File: src/rtl/adc0832_pkg.sv
// Shared types and constants for the ADC0832 serial responder.
// Holds the frame state encoding and the result selection/subtraction rule.
package adc0832_pkg;

    localparam int ADC_DATA_W   = 8;
    localparam int ADC_MSB_BITS = 8;
    localparam int ADC_LSB_BITS = 7;

    typedef enum logic [2:0] {
        IDLE,
        START,
        CMD_SGL,
        CMD_ODD,
        MUX,
        MSB,
        LSB,
        TAIL
    } adc_state_e;

    // Differential modes subtract in 9 bits so a negative result can be clamped to zero.
    function automatic logic [ADC_DATA_W-1:0] select_result(
        input logic                  sgl,
        input logic                  odd,
        input logic [ADC_DATA_W-1:0] ch0,
        input logic [ADC_DATA_W-1:0] ch1
    );
        logic [ADC_DATA_W:0] diff;
        if (sgl) begin
            return odd ? ch1 : ch0;
        end
        diff = odd ? ({1'b0, ch1} - {1'b0, ch0}) : ({1'b0, ch0} - {1'b0, ch1});
        return diff[ADC_DATA_W] ? '0 : diff[ADC_DATA_W-1:0];
    endfunction

endpackage

File: src/rtl/adc_sync_edge.sv
// Multi-flop synchronizer for one asynchronous serial line with registered
// rise/fall pulses derived from the last two synchronizer bits.
module adc_sync_edge #(
    parameter int   SYNC_STAGES = 2,
    parameter logic RESET_VAL   = 1'b0
) (
    input  logic clk,
    input  logic rst_n,
    input  logic async_in,
    output logic level,
    output logic rise,
    output logic fall
);

    logic [SYNC_STAGES-1:0] sync_q;

    always_ff @(posedge clk or negedge rst_n) begin
        if (!rst_n) begin
            sync_q <= {SYNC_STAGES{RESET_VAL}};
            rise   <= 1'b0;
            fall   <= 1'b0;
        end else begin
            sync_q <= {sync_q[SYNC_STAGES-2:0], async_in};
            rise   <= sync_q[SYNC_STAGES-2] & ~sync_q[SYNC_STAGES-1];
            fall   <= ~sync_q[SYNC_STAGES-2] & sync_q[SYNC_STAGES-1];
        end
    end

    assign level = sync_q[SYNC_STAGES-1];

endmodule

File: src/rtl/adc0832_responder.sv
// ADC0832 device emulator: decodes the start/SGL/ODD command from the controller
// and shifts the selected 8-bit result back on DO, MSB-first with optional LSB-first echo.
module adc0832_responder
    import adc0832_pkg::*;
#(
    parameter int SYNC_STAGES = 2,
    parameter bit LSB_ECHO    = 1'b1
) (
    input  logic                  clk,
    input  logic                  rst_n,
    input  logic                  adc_clk,
    input  logic                  adc_cs_n,
    input  logic                  adc_di,
    output logic                  adc_do,
    output logic                  adc_do_oe,
    input  logic [ADC_DATA_W-1:0] ch0_value,
    input  logic [ADC_DATA_W-1:0] ch1_value,
    output logic                  conv_done,
    output logic                  frame_error,
    output logic                  last_sgl,
    output logic                  last_odd
);

    localparam logic [3:0] MSB_LAST = 4'(ADC_MSB_BITS - 1);
    localparam logic [3:0] LSB_LAST = 4'(ADC_LSB_BITS - 1);

    logic clk_level, clk_rise, clk_fall;
    logic cs_n_s, cs_rise, cs_fall;
    logic di_s, di_rise, di_fall;
    logic unused_edges;

    adc_sync_edge #(.SYNC_STAGES(SYNC_STAGES), .RESET_VAL(1'b0)) u_sync_clk (
        .clk(clk), .rst_n(rst_n), .async_in(adc_clk),
        .level(clk_level), .rise(clk_rise), .fall(clk_fall)
    );

    // Chip select resets to the deselected level so the FSM stays idle out of reset.
    adc_sync_edge #(.SYNC_STAGES(SYNC_STAGES), .RESET_VAL(1'b1)) u_sync_cs (
        .clk(clk), .rst_n(rst_n), .async_in(adc_cs_n),
        .level(cs_n_s), .rise(cs_rise), .fall(cs_fall)
    );

    adc_sync_edge #(.SYNC_STAGES(SYNC_STAGES), .RESET_VAL(1'b0)) u_sync_di (
        .clk(clk), .rst_n(rst_n), .async_in(adc_di),
        .level(di_s), .rise(di_rise), .fall(di_fall)
    );

    assign unused_edges = ^{clk_level, cs_rise, cs_fall, di_rise, di_fall};

    adc_state_e            state, state_n;
    logic [3:0]            cnt, cnt_n;
    logic [ADC_DATA_W-1:0] shreg, shreg_n;
    logic                  cmd_sgl, cmd_sgl_n;
    logic                  cmd_odd, cmd_odd_n;
    logic                  do_n, oe_n, done_n, err_n;
    logic                  last_sgl_n, last_odd_n;
    logic [2:0]            bit_idx;

    always_ff @(posedge clk or negedge rst_n) begin
        if (!rst_n) begin
            state       <= IDLE;
            cnt         <= '0;
            shreg       <= '0;
            cmd_sgl     <= 1'b0;
            cmd_odd     <= 1'b0;
            adc_do      <= 1'b0;
            adc_do_oe   <= 1'b0;
            conv_done   <= 1'b0;
            frame_error <= 1'b0;
            last_sgl    <= 1'b0;
            last_odd    <= 1'b0;
        end else begin
            // NOTE: non-blocking updates so every flop samples the pre-edge values.
            state       <= state_n;
            cnt         <= cnt_n;
            shreg       <= shreg_n;
            cmd_sgl     <= cmd_sgl_n;
            cmd_odd     <= cmd_odd_n;
            adc_do      <= do_n;
            adc_do_oe   <= oe_n;
            conv_done   <= done_n;
            frame_error <= err_n;
            last_sgl    <= last_sgl_n;
            last_odd    <= last_odd_n;
        end
    end

    always_comb begin
        // NOTE: defaults first keep every path assigned, so no latch is inferred.
        state_n    = state;
        cnt_n      = cnt;
        shreg_n    = shreg;
        cmd_sgl_n  = cmd_sgl;
        cmd_odd_n  = cmd_odd;
        do_n       = adc_do;
        oe_n       = adc_do_oe;
        done_n     = 1'b0;
        err_n      = 1'b0;
        last_sgl_n = last_sgl;
        last_odd_n = last_odd;
        bit_idx    = '0;

        if (cs_n_s) begin
            state_n = IDLE;
            cnt_n   = '0;
            do_n    = 1'b0;
            oe_n    = 1'b0;
            err_n   = state inside {CMD_ODD, MUX, MSB, LSB};
        end else begin
            case (state)
                IDLE: begin
                    state_n = START;
                    cnt_n   = '0;
                end
                START: if (clk_rise && di_s) begin
                    state_n = CMD_SGL;
                    cnt_n   = '0;
                end
                CMD_SGL: if (clk_rise) begin
                    cmd_sgl_n = di_s;
                    state_n   = CMD_ODD;
                    cnt_n     = '0;
                end
                CMD_ODD: if (clk_rise) begin
                    cmd_odd_n = di_s;
                    shreg_n   = select_result(cmd_sgl, di_s, ch0_value, ch1_value);
                    state_n   = MUX;
                    cnt_n     = '0;
                end
                MUX: if (clk_fall) begin
                    oe_n    = 1'b1;
                    do_n    = 1'b0;
                    state_n = MSB;
                    cnt_n   = '0;
                end
                MSB: if (clk_fall) begin
                    bit_idx = 3'(MSB_LAST - cnt);
                    do_n    = shreg[bit_idx];
                    if (cnt == MSB_LAST) begin
                        cnt_n = '0;
                        if (LSB_ECHO) begin
                            state_n = LSB;
                        end else begin
                            state_n    = TAIL;
                            done_n     = 1'b1;
                            last_sgl_n = cmd_sgl;
                            last_odd_n = cmd_odd;
                        end
                    end else begin
                        cnt_n = cnt + 4'd1;
                    end
                end
                // B0 was the last MSB-first bit, so the echo starts at B1.
                LSB: if (clk_fall) begin
                    bit_idx = 3'(cnt + 4'd1);
                    do_n    = shreg[bit_idx];
                    if (cnt == LSB_LAST) begin
                        cnt_n      = '0;
                        state_n    = TAIL;
                        done_n     = 1'b1;
                        last_sgl_n = cmd_sgl;
                        last_odd_n = cmd_odd;
                    end else begin
                        cnt_n = cnt + 4'd1;
                    end
                end
                TAIL: if (clk_fall) begin
                    do_n = 1'b0;
                end
                default: state_n = IDLE;
            endcase
        end
    end

endmodule

File: config.mk
export PLATFORM = sky130hd
export DESIGN_NAME = adc0832_responder
export DESIGN_NICKNAME = d
export VERILOG_FILES = /design/src/rtl/adc0832_pkg.sv /design/src/rtl/adc_sync_edge.sv /design/src/rtl/adc0832_responder.sv
export SDC_FILE = /design/constraint.sdc
export NUM_CORES = 1
export LEC_CHECK = 0
export ABC_CLOCK_PERIOD_IN_PS = 2150
export BUFFER_PORTS_ARGS = -buffer_cell sky130_fd_sc_hd__buf_2
export CAP_MARGIN = 40
export CORE_MARGIN = 1.5
export CORE_UTILIZATION = 30
export DETAILED_ROUTE_END_ITERATION = 10
export GPL_TIMING_DRIVEN = 0
export PLACE_DENSITY = 0.44
export SYNTH_ARGS = -nofsm -noshare
export SYNTH_HDL_FRONTEND = slang
export SYNTH_HIERARCHICAL = 1
export SYNTH_SLANG_ARGS = --single-unit
File: constraint.sdc
create_clock -name clk -period 2.15 [get_ports clk]
set_input_delay 0.43 -clock clk [delete_from_list [all_inputs] [get_ports clk]]
set_output_delay 0.43 -clock clk [all_outputs]
set_load 0.02 [all_outputs]
==> metrics.yaml <==
setup_path:
  max_stage_delay_ns: 0.36
  critPathMaxFanout: 7
  startpoint_type: "input pin"
  critPathKind: "input pin to flip-flop"
  critical_path.reg2reg.endpoint: "shreg[6]$_DFFE_PN0P_"
  cp-end-kind: "flip-flop"
  critPathArrivalTime_ns: 2.26
  r2r-start: "u_sync_di/sync_q[1]$_DFF_PN0_"
  timing.critical_path.required_ns: 2.31
  slowest_cp_cell: "sky130_fd_sc_hd__fa_2"
  path_delay_family: "compound AO/OA/AOI/OAI gates"
  reg2reg_depth: 7
  path_buf_inv: 3
  r2r_slack_ns: 0.14
  critical_path.cell_chain: "buf_8, inv_4, ha_4, inv_2, fa_2, mux2_4, a21o_1, a21oi_4, o21ai_4, a221oi_2, a21oi_2"
grt:
  grt_overflow: 0
  grt.met2_usage: 0.205
  gr-usage-met1: 0.172
  antenna_found_initial: 0
  grt.busiest_layer: "met2"
  grt.total_usage: 0.127
  grt_pass1_vias: 1728
  pin_count_of_the_biggest_net_entering_global_routing: 32
  groute.layer.met3.usage: 0.0228
  wire_length_of_the_first_global_routing_pass_um: 8350
sta:
  min_period_ns: 2.09
  finClkSkew_ns: 0.00709
  max_clock_freq_mhz: 478
  rsz0062_at_grt: "true"
  final-max-slew-violation-count: 0
  max_slew_margin: 0.537
  fin_hold_ws_ns: 0.184
  setup_violations: 0
  hold_viol: 0
  post-route-worst-setup-slack_ns: 0.0583
  period_share: 0.973
  tightest_slew_ns: 0.694
finish:
  post_route_cells_drive_above_1_share: 0.302
  area_delta_synth_final_pct: 19.1
  layout.cells.most_common: "sky130_fd_sc_hd__buf_2"
  multi_input_comb_area_um2: 1380
  mostFrequentLayoutCells: "sky130_fd_sc_hd__buf_2, sky130_fd_sc_hd__dfrtp_1, sky130_fd_sc_hd__nand2_1"
  layout.core_utilization: 0.369
  final_nets: 307
  seq_area_um2: 778
  final_cell_count_no_fill: 364
  layout_filler_cell_count: 795
  n_antenna_cell: 0
drt:
  initialDrtViolationCount: 47
  drt-pass1-iter-count: 4
  vias: 1684
  drc: 0
  routed_wirelength_um: 4740
  route.detailed.vias_per_inst: 4.63
  route.detailed.wl_per_inst_um: 13.0
  antenna_violating_nets_post_route: 0
status:
  status: "finished, final reports clean"
clock_tree:
  tritoncts_clock_tree: "done"
  tritoncts.num_buffers: 5
  cts.reportedPaths.clkPinSlew_ns: 0.07
  max-clock-path-buffers: 2
  tritoncts_num_sinks: 31
  clk_latency_ns: 0.29
  htree_levels: 2
  cts.root.buffer_cell: "sky130_fd_sc_hd__clkbuf_8"
power_and_ir_drop:
  p_leak_nw: 1.24
  peakVddDrop_mv: 0.250
  power_mw: 2.00
  pwr_density_cell_nw_per_um2: 744
flow_run:
  max_cap_violations: 0
place:
  buffer_ports.inserted: 26
  routability_driven_placement_congestion_ratio: 0.733
  dp_worst_setup_slack_ns: -0.271
  detailedPlacementHpwl_um: 3510
  dp.cells: 355
floorplan:
  row_count: 31
  floorplan.core_area_um2: 7290
  dieArea_um2: 8070
  io-pin-count: 27
  initial_core_util: 0.310
  die_h_um: 89.8
  dieWidth_um: 89.8
hold_path:
  hp-class: "input pin to async pin"
synth:
  syn_avg_cell_area_um2: 9.84
  synthesis.instances: 230
  ys.warnings.count: 6
  mappedNetlistNets: 273
  post_synth_instance_area_um2: 2260
[layer usage]
layer  part of all wire  wire (um)
met4              0.014         65
met5                  0          0
met3              0.028        135
met2               0.46       2180
met1               0.50       2360
[layout make-up]
cell class,count,share of cell area
Multi-Input combinational cell,163,0.511
Inverter,24,0.0353
Sequential cell,31,0.289
Buffer,12,0.0242
Clock inverter,1,0.00279
Timing Repair Buffer,27,0.0557
Clock buffer,7,0.0358
Tap cell,99,0.0460
[state kept, by name (all words and copies together) (netlist names)]
name	count
shreg	8
cnt	4
state	3
u_sync_clk/sync_q	2
u_sync_cs/sync_q	2
u_sync_di/sync_q	2
adc_do	1
adc_do_oe	1
cmd_odd	1
cmd_sgl	1
conv_done	1
frame_error	1
last_odd	1
last_sgl	1
u_sync_clk/fall	1
u_sync_clk/rise	1
[power by group]
group / switching [mW] / internal (mW) / total, mW / leakage, nW
Combinational: 0.398 / 0.328 / 0.727 / 0.809
Sequential: 0.0665 / 0.695 / 0.761 / 0.385
Clock: 0.226 / 0.291 / 0.517 / 0.0505
[repair_timing]
item / 4_1_cts / 5_1_grt
hold endpoints to repair: 0 / 0
setup endpoints to repair: 0 / 7
resized for setup: 0 / 17
hold buffers: 0 / 0
setup buffers: 0 / 1
[metrics by stage]
| step | setup TNS (ns) | cell area (um^2) |
|---|---|---|
| 3_3_place_gp | -1.89 | 2520 |
| 3_5_place_dp | -1.81 | 2520 |
| 5_1_grt | -0.0791 | 2690 |
| 6_report | 0 | 2690 |
| 2_1_floorplan | 0 | 2260 |
| 4_1_cts | 0 | 2620 |
[worst max-delay path by stage]
stage	start	to	slack, ns	cells past startpoint
CTS	ch0_value[0]	shreg[6]$_DFFE_PN0P_	0.02	11
floorplan	ch0_value[0]	shreg[4]$_DFFE_PN0P_	0.01	10
finish	ch0_value[0]	shreg[6]$_DFFE_PN0P_	0.06	11
global route	ch1_value[0]	shreg[4]$_DFFE_PN0P_	-0.04	11
global placement	ch0_value[0]	shreg[6]$_DFFE_PN0P_	-0.29	11
detailed placement	ch0_value[0]	shreg[6]$_DFFE_PN0P_	-0.27	11
No activity file was read; power rests on OpenSTA's default activity.
